### src/rtl/cand_sched_pkg.sv
// Shared types and width helpers for the CAND gated-clock enable scheduler.
package cand_sched_pkg;

  typedef enum logic [1:0] {
    IDLE,
    EN_WAIT,
    DIS_WAIT
  } sched_state_t;

  localparam int NUM_DOM_DFLT = 4;
  localparam int STAGGER_DFLT = 8;
  localparam int CNT_W_DFLT   = $clog2(STAGGER_DFLT);
  localparam int PTR_W_DFLT   = $clog2(NUM_DOM_DFLT);

  function automatic int cnt_w(input int stagger);
    return ($clog2(stagger) < 1) ? 1 : $clog2(stagger);
  endfunction

  function automatic int ptr_w(input int num_dom);
    return ($clog2(num_dom) < 1) ? 1 : $clog2(num_dom);
  endfunction

endpackage

### src/rtl/cand_rr_pick.sv
// Combinational first-set finder starting at ptr and wrapping past N-1 to 0.
module cand_rr_pick #(
  parameter int N  = 4,
  parameter int PW = 2
) (
  input  logic [N-1:0]  vec,
  input  logic [PW-1:0] ptr,
  output logic [PW-1:0] idx,
  output logic          valid
);

  // Walk from the far end so the closest hit to ptr is the last one written.
  always_comb begin
    idx   = '0;
    valid = 1'b0;
    for (int i = N - 1; i >= 0; i--) begin
      if (vec[(int'(ptr) + i) % N]) begin
        idx   = PW'((int'(ptr) + i) % N);
        valid = 1'b1;
      end
    end
  end

endmodule

### src/rtl/cand_enable_scheduler.sv
// Staggered SEN sequencer for NUM_DOM CAND buffers: round-robin enables, idle-timeout gating.
// States: IDLE picks next enable/disable, EN_WAIT holds stagger after SEN rise, DIS_WAIT drops SEN then holds.
module cand_enable_scheduler
  import cand_sched_pkg::*;
#(
  parameter int NUM_DOM = NUM_DOM_DFLT,
  parameter int STAGGER = STAGGER_DFLT,
  parameter int ACK_DLY = 2,
  parameter int IDLE_W  = 8
) (
  input  logic               CLK,
  input  logic               RSTN,
  input  logic [NUM_DOM-1:0] REQ,
  input  logic               FORCE_ON,
  input  logic [IDLE_W-1:0]  IDLE_TIMEOUT,
  output logic [NUM_DOM-1:0] SEN,
  output logic [NUM_DOM-1:0] ACK,
  output logic               BUSY
);

  localparam int CNT_W = cnt_w(STAGGER);
  localparam int PTR_W = ptr_w(NUM_DOM);
  localparam logic [CNT_W-1:0] CNT_LAST = CNT_W'(STAGGER - 1);
  localparam logic [CNT_W-1:0] ACK_AT   = CNT_W'(ACK_DLY);
  localparam logic [PTR_W-1:0] PTR_LAST = PTR_W'(NUM_DOM - 1);
  // ACK_DLY == STAGGER lands one edge after EN_WAIT ends, so it is issued from IDLE.
  localparam bit ACK_LATE = (ACK_DLY >= STAGGER);

  sched_state_t       state, state_nxt;
  logic [NUM_DOM-1:0] ereq, en_elig, dis_elig, sen_nxt, ack_nxt;
  logic [IDLE_W-1:0]  idle_cnt [NUM_DOM];
  logic [CNT_W-1:0]   cnt, cnt_nxt;
  logic [PTR_W-1:0]   rr_ptr, rr_ptr_nxt, cur, cur_nxt, en_idx, dis_idx;
  logic               en_vld, dis_vld;
  logic               ack_late, ack_late_nxt, req_held, req_held_nxt;

  assign ereq    = REQ | {NUM_DOM{FORCE_ON}};
  assign en_elig = ereq & ~SEN;

  always_comb begin
    dis_elig = '0;
    for (int i = 0; i < NUM_DOM; i++)
      dis_elig[i] = SEN[i] & ~ereq[i] & (idle_cnt[i] >= IDLE_TIMEOUT);
  end

  cand_rr_pick #(.N(NUM_DOM), .PW(PTR_W)) u_en_pick (
    .vec   (en_elig),
    .ptr   (rr_ptr),
    .idx   (en_idx),
    .valid (en_vld)
  );

  cand_rr_pick #(.N(NUM_DOM), .PW(PTR_W)) u_dis_pick (
    .vec   (dis_elig),
    .ptr   ('0),
    .idx   (dis_idx),
    .valid (dis_vld)
  );

  always_ff @(posedge CLK) begin
    for (int i = 0; i < NUM_DOM; i++) begin
      if (!RSTN || ereq[i] || !SEN[i])
        idle_cnt[i] <= '0;
      else if (idle_cnt[i] != '1)
        idle_cnt[i] <= idle_cnt[i] + IDLE_W'(1);
    end
  end

  always_ff @(posedge CLK) begin
    if (!RSTN) begin
      state    <= IDLE;
      SEN      <= '0;
      ACK      <= '0;
      cnt      <= '0;
      rr_ptr   <= '0;
      cur      <= '0;
      ack_late <= 1'b0;
      req_held <= 1'b0;
    end else begin
      state    <= state_nxt;
      SEN      <= sen_nxt;
      ACK      <= ack_nxt;
      cnt      <= cnt_nxt;
      rr_ptr   <= rr_ptr_nxt;
      cur      <= cur_nxt;
      ack_late <= ack_late_nxt;
      req_held <= req_held_nxt;
    end
  end

  always_comb begin
    state_nxt = state;
    unique case (state)
      IDLE:     if (en_vld) state_nxt = EN_WAIT;
                else if (dis_vld) state_nxt = DIS_WAIT;
      EN_WAIT:  if (cnt == CNT_LAST) state_nxt = IDLE;
      DIS_WAIT: if (!SEN[cur] && cnt == CNT_LAST) state_nxt = IDLE;
      default:  state_nxt = IDLE;
    endcase
  end

  always_comb begin
    sen_nxt      = SEN;
    ack_nxt      = ACK;
    cnt_nxt      = cnt;
    rr_ptr_nxt   = rr_ptr;
    cur_nxt      = cur;
    ack_late_nxt = 1'b0;
    req_held_nxt = req_held & ereq[cur];
    BUSY         = (state != IDLE);
    unique case (state)
      IDLE: begin
        if (ack_late && req_held && ereq[cur]) ack_nxt[cur] = 1'b1;
        if (en_vld) begin
          sen_nxt[en_idx] = 1'b1;
          cur_nxt         = en_idx;
          rr_ptr_nxt      = (en_idx == PTR_LAST) ? '0 : en_idx + PTR_W'(1);
          cnt_nxt         = CNT_W'(1);
          req_held_nxt    = 1'b1;
        end else if (dis_vld) begin
          ack_nxt[dis_idx] = 1'b0;
          cur_nxt          = dis_idx;
          cnt_nxt          = CNT_W'(1);
        end
      end
      EN_WAIT: begin
        // A request that lapsed at any point before its ACK edge never gets ACK.
        if (!ACK_LATE && cnt == ACK_AT && req_held && ereq[cur]) ack_nxt[cur] = 1'b1;
        if (cnt == CNT_LAST) begin
          cnt_nxt      = '0;
          ack_late_nxt = ACK_LATE;
        end else begin
          cnt_nxt = cnt + CNT_W'(1);
        end
      end
      DIS_WAIT: begin
        if (SEN[cur]) sen_nxt[cur] = 1'b0;
        else if (cnt == CNT_LAST) cnt_nxt = '0;
        else cnt_nxt = cnt + CNT_W'(1);
      end
      default: ;
    endcase
  end

endmodule

### config.mk
export PLATFORM = sky130hd
export DESIGN_NAME = cand_enable_scheduler
export DESIGN_NICKNAME = d
export VERILOG_FILES = /design/src/rtl/cand_sched_pkg.sv /design/src/rtl/cand_rr_pick.sv /design/src/rtl/cand_enable_scheduler.sv
export SDC_FILE = /design/constraint.sdc
export NUM_CORES = 1
export LEC_CHECK = 0
export BUFFER_PORTS_ARGS = -buffer_cell sky130_fd_sc_hd__buf_4
export CAP_MARGIN = 20
export CORE_MARGIN = 4
export CORE_UTILIZATION = 35
export CTS_CLUSTER_DIAMETER = 100
export CTS_CLUSTER_SIZE = 14
export DETAILED_ROUTE_END_ITERATION = 6
export HOLD_SLACK_MARGIN = 0.06
export MAX_ROUTING_LAYER = met4
export PLACE_DENSITY = 0.56
export REMOVE_ABC_BUFFERS = 1
export SYNTH_ARGS = -nofsm -noshare
export SYNTH_HDL_FRONTEND = slang
export SYNTH_HIERARCHICAL = 1
export SYNTH_SLANG_ARGS = --single-unit
### constraint.sdc
create_clock -name CLK -period 2.96 [get_ports CLK]
set_input_delay 0.74 -clock CLK [delete_from_list [all_inputs] [get_ports CLK]]
set_output_delay 0.74 -clock CLK [all_outputs]
set_load 0.01 [all_outputs]
==> results of run 1 <==
-- power breakdown --
group          switching, mW  internal [mW]  total, mW  leakage, nW
clock network          0.238          0.172      0.410       0.0457
logic                  0.346          0.282      0.628         1.11
registers              0.106          0.800      0.906        0.542
total                  0.690           1.25       1.94         1.70
-- synth_stat cells, types with 10 or more instances --
library cell and count:
nand2b_1 14, nand2_1 20, nand3_1 20, xor2_1 10, dfxtp_1 18, xnor2_1 14
inv_1 26, edfxtp_1 32, a21oi_1 18, ha_1 47, nor2_1 68
-- cells by family after synthesis --
group,Yosys count
adders and majority gates,47
and+or+nand+nor,160
AOI/OAI and AO/OA,60
buffers and inverters,33
xor gates and xnor gates,24
muxes,9
DFF,50
other,1
-- routing by layer --
layer	vias up	track usage, %
met3	6	2.66
met2	55	21.8
met1	1291	19.7
met5	-	-
met4	0	3.52
li1	1456	-
-- repair_timing --
item | 4_1_cts | 5_1_grt
setup buffers | 0 | 1
resized for setup | 0 | 3
endpoints found under the setup margin | 0 | 8
-- cell type report --
cell class	instances	area, sq um	share of cell area (%)
clock buffers	7	77.6	1.91
repair buffers	35	263	6.46
inverters	26	97.6	2.40
well taps	133	166	4.09
multi-input cells	309	2140	52.5
flip-flops and latches	50	1320	32.5
clock inverters	1	6.26	0.154
-- metrics by stage --
stage / area, sq um / util, % / setup TNS [ns]
2_1_floorplan: 3550 / - / 0
3_3_place_gp: 3970 / 40.3 / -0.232
3_5_place_dp: 3970 / 40.3 / -0.628
4_1_cts: 4060 / 41.1 / 0
5_1_grt: 4070 / 41.3 / -0.0369
6_report: 4070 / 41.3 / 0
-- worst reg2reg max path: stages (launching register included) --
cell and delay (ns):
edfxtp_1 0.47, ha_1 0.33, and3_1 0.19, o2111ai_1 0.13, a21oi_1 0.28, nor2_1 0.11
nand2_1 0.12, nor4bb_1 0.29, buf_4 0.17, inv_1 0.03, o311ai_0 0.26, o31ai_1 0.11
-- state kept, by name, indices dropped and copies added, names as in the netlist --
name	count
idle_cnt	32
ACK	4
SEN	4
cnt	3
cur	2
rr_ptr	2
state	2
req_held	1
-- final timing paths --
| check | start | to | slack [ns] | depth (start not counted) |
|---|---|---|---|---|
| setup / recovery | IDLE_TIMEOUT[6] | cnt[1] | 0.23 | 13 |
| setup reg to reg | idle_cnt[1][5] | ACK[0] | 0.35 | 11 |
| hold / removal | ACK[3] | ACK[3] | 0.49 | 2 |
| hold reg to reg | ACK[3] | ACK[3] | 0.49 | 2 |
==> results.json, run 1 <==
{
  "power.total_mw": 1.94,
  "cts_hold_buf": 0,
  "stdcell_count": 561,
  "hold_viol": 0,
  "synth_simple_gate_area_share_pct": 21.5,
  "cts_tree": "built",
  "insertedDiodeCount": 0,
  "wire_per_inst_um": 14.2,
  "slowest_stage": "a2111oi_0",
  "synth.avg_cell_area_sq_um": 9.31,
  "ys_ff_latch": 50,
  "yosys.area_share.xor_xnor_pct": 5.88,
  "yosysTopAreaCell": "edfxtp_1",
  "synth_top_family_by_area": "simple AND/OR/NAND/NOR gates",
  "place.gp.congestion": 0.835,
  "leakage_nw": 1.70,
  "dr.max_layer_used": "met4",
  "vias": 2808,
  "synth_edf_count": 32,
  "worst_pin_slew_ns": 0.645,
  "synthArstFlopShare_pct": 0,
  "synthMuxAreaShare_pct": 2.87,
  "dr_wl_met2_um": 3580,
  "routedLengthMet1_um": 4020,
  "wl_um": 7990,
  "synthCells": 384,
  "drt_first_iter_violations": 104,
  "slew_viol_final": 0,
  "arrival_ns": 2.92,
  "max_stage_delay_ns": 0.38,
  "path_cells": "buf_4, inv_1, ha_1, and3_1, a2111oi_0, a21oi_1, nor2_1, nand2_1, buf_4, inv_1, a21o_1, nor2_1, mux2i_1",
  "chipWidth_um": 109,
  "drtAntennaViolNets": 0,
  "maxCapViolations": 0,
  "vias_per_cell": 5.01,
  "antenna_found_initial": 0,
  "wl_met3_um": 313,
  "layout_setup_ws_ns": 0.232,
  "grt_pass1_wl_um": 13100,
  "startpoint_type": "input port",
  "dp_hpwl_um": 6160,
  "final_common_cell": "nor2_1",
  "route.detailed.drc": 0,
  "yosysSeqAreaShare_pct": 37.0,
  "worst-path-buf-inv": 4,
  "fin_crit_sh_pct": 92.2,
  "path_delay_family": "compound AO/OA/AOI/OAI gates",
  "clkTransAtPathRegs_ns": 0.10,
  "initial_core_util_pct": 36.2,
  "status": "complete, no violations",
  "grt_max_degree": 16,
  "synthDistinctLibCells": 45,
  "ir_drop_uv": 286,
  "fillers": 994,
  "min_period_ns": 2.73,
  "synth.area.top_cells": "edfxtp_1 (27%), ha_1 (16%), dfxtp_1 (10%), nor2_1 (7.1%), xnor2_1 (3.4%)",
  "nets": 489,
  "fin_skew_ns": 0.00563,
  "synth_compound_area_share_pct": 12.1,
  "synth.top_cell.area_share_pct": 26.9,
  "p_per_area_nw_per_um2": 478,
  "cts_buffers": 5,
  "die_area_sq_um": 11900,
  "grt_pass1_vias": 2662,
  "syn2layout_area_growth_pct": 13.9,
  "maxSlewHeadroom_pct": 57.0,
  "clock_path_buffers": 2,
  "rsz0062_at_grt": "true",
  "post-place-ws_ns": -0.0953,
  "place_inst": 552,
  "ctsHtreeMaxLevel": 2,
  "max_freq_mhz": 367,
  "numPortBuffers": 23,
  "synth_ff_type": "edfxtp_1",
  "hold_class": "flop to flop",
  "overflow": 0,
  "drive_above_1_share_pct": 12.1,
  "design.portCount": 24,
  "crit_fanout": 4,
  "die_y_um": 109,
  "worstPathRequired_ns": 3.16,
  "netlist_area_sq_um": 3570,
  "std_cell_rows": 36,
  "yosysWarnings": 6,
  "final-setup-viol-count": 0,
  "worst_hold_slack_ns": 0.495,
  "path_class": "input port to flop",
  "endpoint_kind": "flop",
  "synth-adder-area-share_pct": 16.5,
  "track_usage_pct": 14.3,
  "clk_latency_ns": 0.30,
  "final_cell_mix": "nor2_1 (67), ha_1 (47), buf_4 (35)",
  "first_pass_iters": 4,
  "cts_root_buffer": "clkbuf_8",
  "cts.sinks": 50,
  "coreArea_sq_um": 9860
}
Note: power is estimated with default switching activity, not from simulation.
==> run 2, diff against run 1 <==
--- a/config.mk
+++ b/config.mk
@@ -7,7 +7,7 @@
 export LEC_CHECK = 0
 export BUFFER_PORTS_ARGS = -buffer_cell sky130_fd_sc_hd__buf_4
 export CAP_MARGIN = 20
-export CORE_MARGIN = 4
+export CORE_MARGIN = 2
 export CORE_UTILIZATION = 35
 export CTS_CLUSTER_DIAMETER = 100
 export CTS_CLUSTER_SIZE = 14
==> constraint.sdc (replaced) <==
create_clock -name CLK -period 2.96 [get_ports CLK]
set_input_delay 0.74 -clock CLK [delete_from_list [all_inputs] [get_ports CLK]]
set_output_delay 0.74 -clock CLK [all_outputs]
set_load 0.1 [all_outputs]
==> results.json, run 2 (synthesis results as in run 1) <==
{
  "status": "complete, no violations",
  "worst_hold_slack_ns": 0.479,
  "internal_power_mw": 1.35,
  "cts_tree": "built",
  "rrSetupSlack_ns": 0.31,
  "insertedDiodeCount": 0,
  "std_cell_rows": 36,
  "coreArea_sq_um": 9860,
  "ir_drop_uv": 622,
  "dr_wl_met2_um": 3640,
  "route.detailed.drc": 0,
  "hold_class": "flop to flop",
  "worst_pin_slew_ns": 0.600,
  "clkPwrFrac_pct": 22.6,
  "path_class": "input port to flop",
  "max_freq_mhz": 361,
  "reg_top3": "idle_cnt x32, ACK x4, SEN x4",
  "antenna_found_initial": 0,
  "regMostFlops": "idle_cnt",
  "fin_skew_ns": 0.00871,
  "die_y_um": 105,
  "worstSetupEndpoint": "cnt[0]",
  "leakage_nw": 1.70,
  "stdcell_area_sq_um": 4080,
  "worstPathRequired_ns": 3.16,
  "rsz0062_at_grt": "true",
  "clock_path_buffers": 2,
  "path_delay_family": "compound AO/OA/AOI/OAI gates",
  "dp_hpwl_um": 6160,
  "track_usage_pct": 15.1,
  "power_frac_comb_pct": 36.4,
  "cts_hold_buf": 0,
  "drtAntennaViolNets": 0,
  "arrival_ns": 2.98,
  "startpoint_type": "input port",
  "vias_per_cell": 5.08,
  "numPortBuffers": 23,
  "p_seq_share_pct": 41.0,
  "worst-path-buf-inv": 4,
  "slowest_stage": "a2111oi_0",
  "ff2ff_path_depth": 11,
  "stdcell_count": 558,
  "ctsHtreeMaxLevel": 2,
  "maxCapViolations": 0,
  "maxSlewHeadroom_pct": 60.0,
  "grt_pass1_wl_um": 13200,
  "path_cells": "buf_4, inv_1, ha_1, and3_1, a2111oi_0, a21oi_1, nor2_1, nand2_1, buf_4, inv_1, a21o_1, o21ai_0, o311a_1",
  "final_common_cell": "nor2_1",
  "grt_pass1_vias": 2705,
  "cts_root_buffer": "clkbuf_8",
  "grt_max_degree": 15,
  "place.gp.congestion": 0.826,
  "first_pass_iters": 4,
  "p_sw_mw": 0.875,
  "r2r_end": "ACK[0]",
  "wire_per_inst_um": 14.0,
  "cts.sinks": 50,
  "clk_latency_ns": 0.30,
  "hold_viol": 0,
  "r2r-start": "idle_cnt[1][5]",
  "vias": 2833,
  "critical_path_cell_count": 13,
  "cts_buffers": 5,
  "final-setup-viol-count": 0,
  "syn2layout_area_growth_pct": 14.1,
  "wl_um": 7830,
  "dr.max_layer_used": "met4",
  "overflow": 0,
  "initial_core_util_pct": 36.2,
  "drt_first_iter_violations": 90,
  "place_inst": 550,
  "die_area_sq_um": 11000,
  "placed_area_sq_um": 3960,
  "fin_crit_sh_pct": 93.7,
  "switching_share_pct": 39.4,
  "slew_viol_final": 0,
  "endpoint_kind": "flop",
  "largest_register_ffs": 32,
  "final_cell_mix": "nor2_1 (67), ha_1 (47), edfxtp_1 (32), buf_4 (32), inv_1 (26)",
  "wl_met3_um": 255,
  "design.portCount": 24,
  "max_stage_delay_ns": 0.39,
  "clkTransAtPathRegs_ns": 0.09,
  "nets": 486,
  "cp-startpoint": "IDLE_TIMEOUT[6]",
  "crit_fanout": 4,
  "min_period_ns": 2.77,
  "routedLengthMet1_um": 3870,
  "drive_above_1_share_pct": 11.8,
  "chipWidth_um": 105,
  "p_per_area_nw_per_um2": 545
}
[run 2: repair_timing]
item | in CTS | in global routing
hold endpoints to repair | 0 | 0
setup buffers | 0 | 0
setup endpoints to repair | 0 | 6
gates resized for setup | 0 | 3
[run 2: area by class of cell]
type / count / area [sq um]
Clock buffer: 7 / 83.8
Multi-Input combinational cell: 309 / 2140
Fill cell: 974 / 5790
Timing Repair Buffer: 32 / 240
Sequential cell: 50 / 1320
Tap cell: 133 / 166
Inverter: 26 / 97.6
Clock inverter: 1 / 30.0
[run 2: through the flow]
stage	total power, mW	setup slack, ns	utilization (%)	setup TNS [ns]
6_report	2.22	0.187	41.3	0
3_5_place_dp	1.74	-0.129	40.1	-0.772
5_1_grt	2.35	-0.0569	41.3	-0.101
2_1_floorplan	1.51	0.194	-	0
3_3_place_gp	1.73	-0.154	40.1	-0.426
4_1_cts	2.25	0.202	41.3	0
[run 2: worst register-to-register path, delay by kind of cell (launching register included)]
kind                       cells  cell delay (ns)
and+or+nand+nor                4             0.71
DFF                            1             0.46
AOI/OAI and AO/OA              4             0.83
adders and majority gates      1             0.33
buffers and inverters          2             0.20
[run 2: worst min path at each step]
stage | startpoint | to | cells after the start
floorplan | req_held | req_held | 2
global placement | ACK[3] | ACK[3] | 2
detailed placement | ACK[3] | ACK[3] | 2
CTS | ACK[3] | ACK[3] | 2
global route | ACK[3] | ACK[3] | 2
finish | ACK[3] | ACK[3] | 2
[run 2: power groups by stage]
stage | clock network (mW) | logic, mW | registers, mW
6_report | 0.502 | 0.810 | 0.911
3_3_place_gp | 0 | 0.804 | 0.927
5_1_grt | 0.538 | 0.887 | 0.926
3_5_place_dp | 0 | 0.813 | 0.925
2_1_floorplan | 0 | 0.444 | 1.06
4_1_cts | 0.524 | 0.816 | 0.909
[run 2: per-layer routing]
layer	track usage, %	vias up
li1	-	1453
met1	19.7	1324
met2	24.1	50
met3	2.50	6
met4	4.29	0
met5	-	-
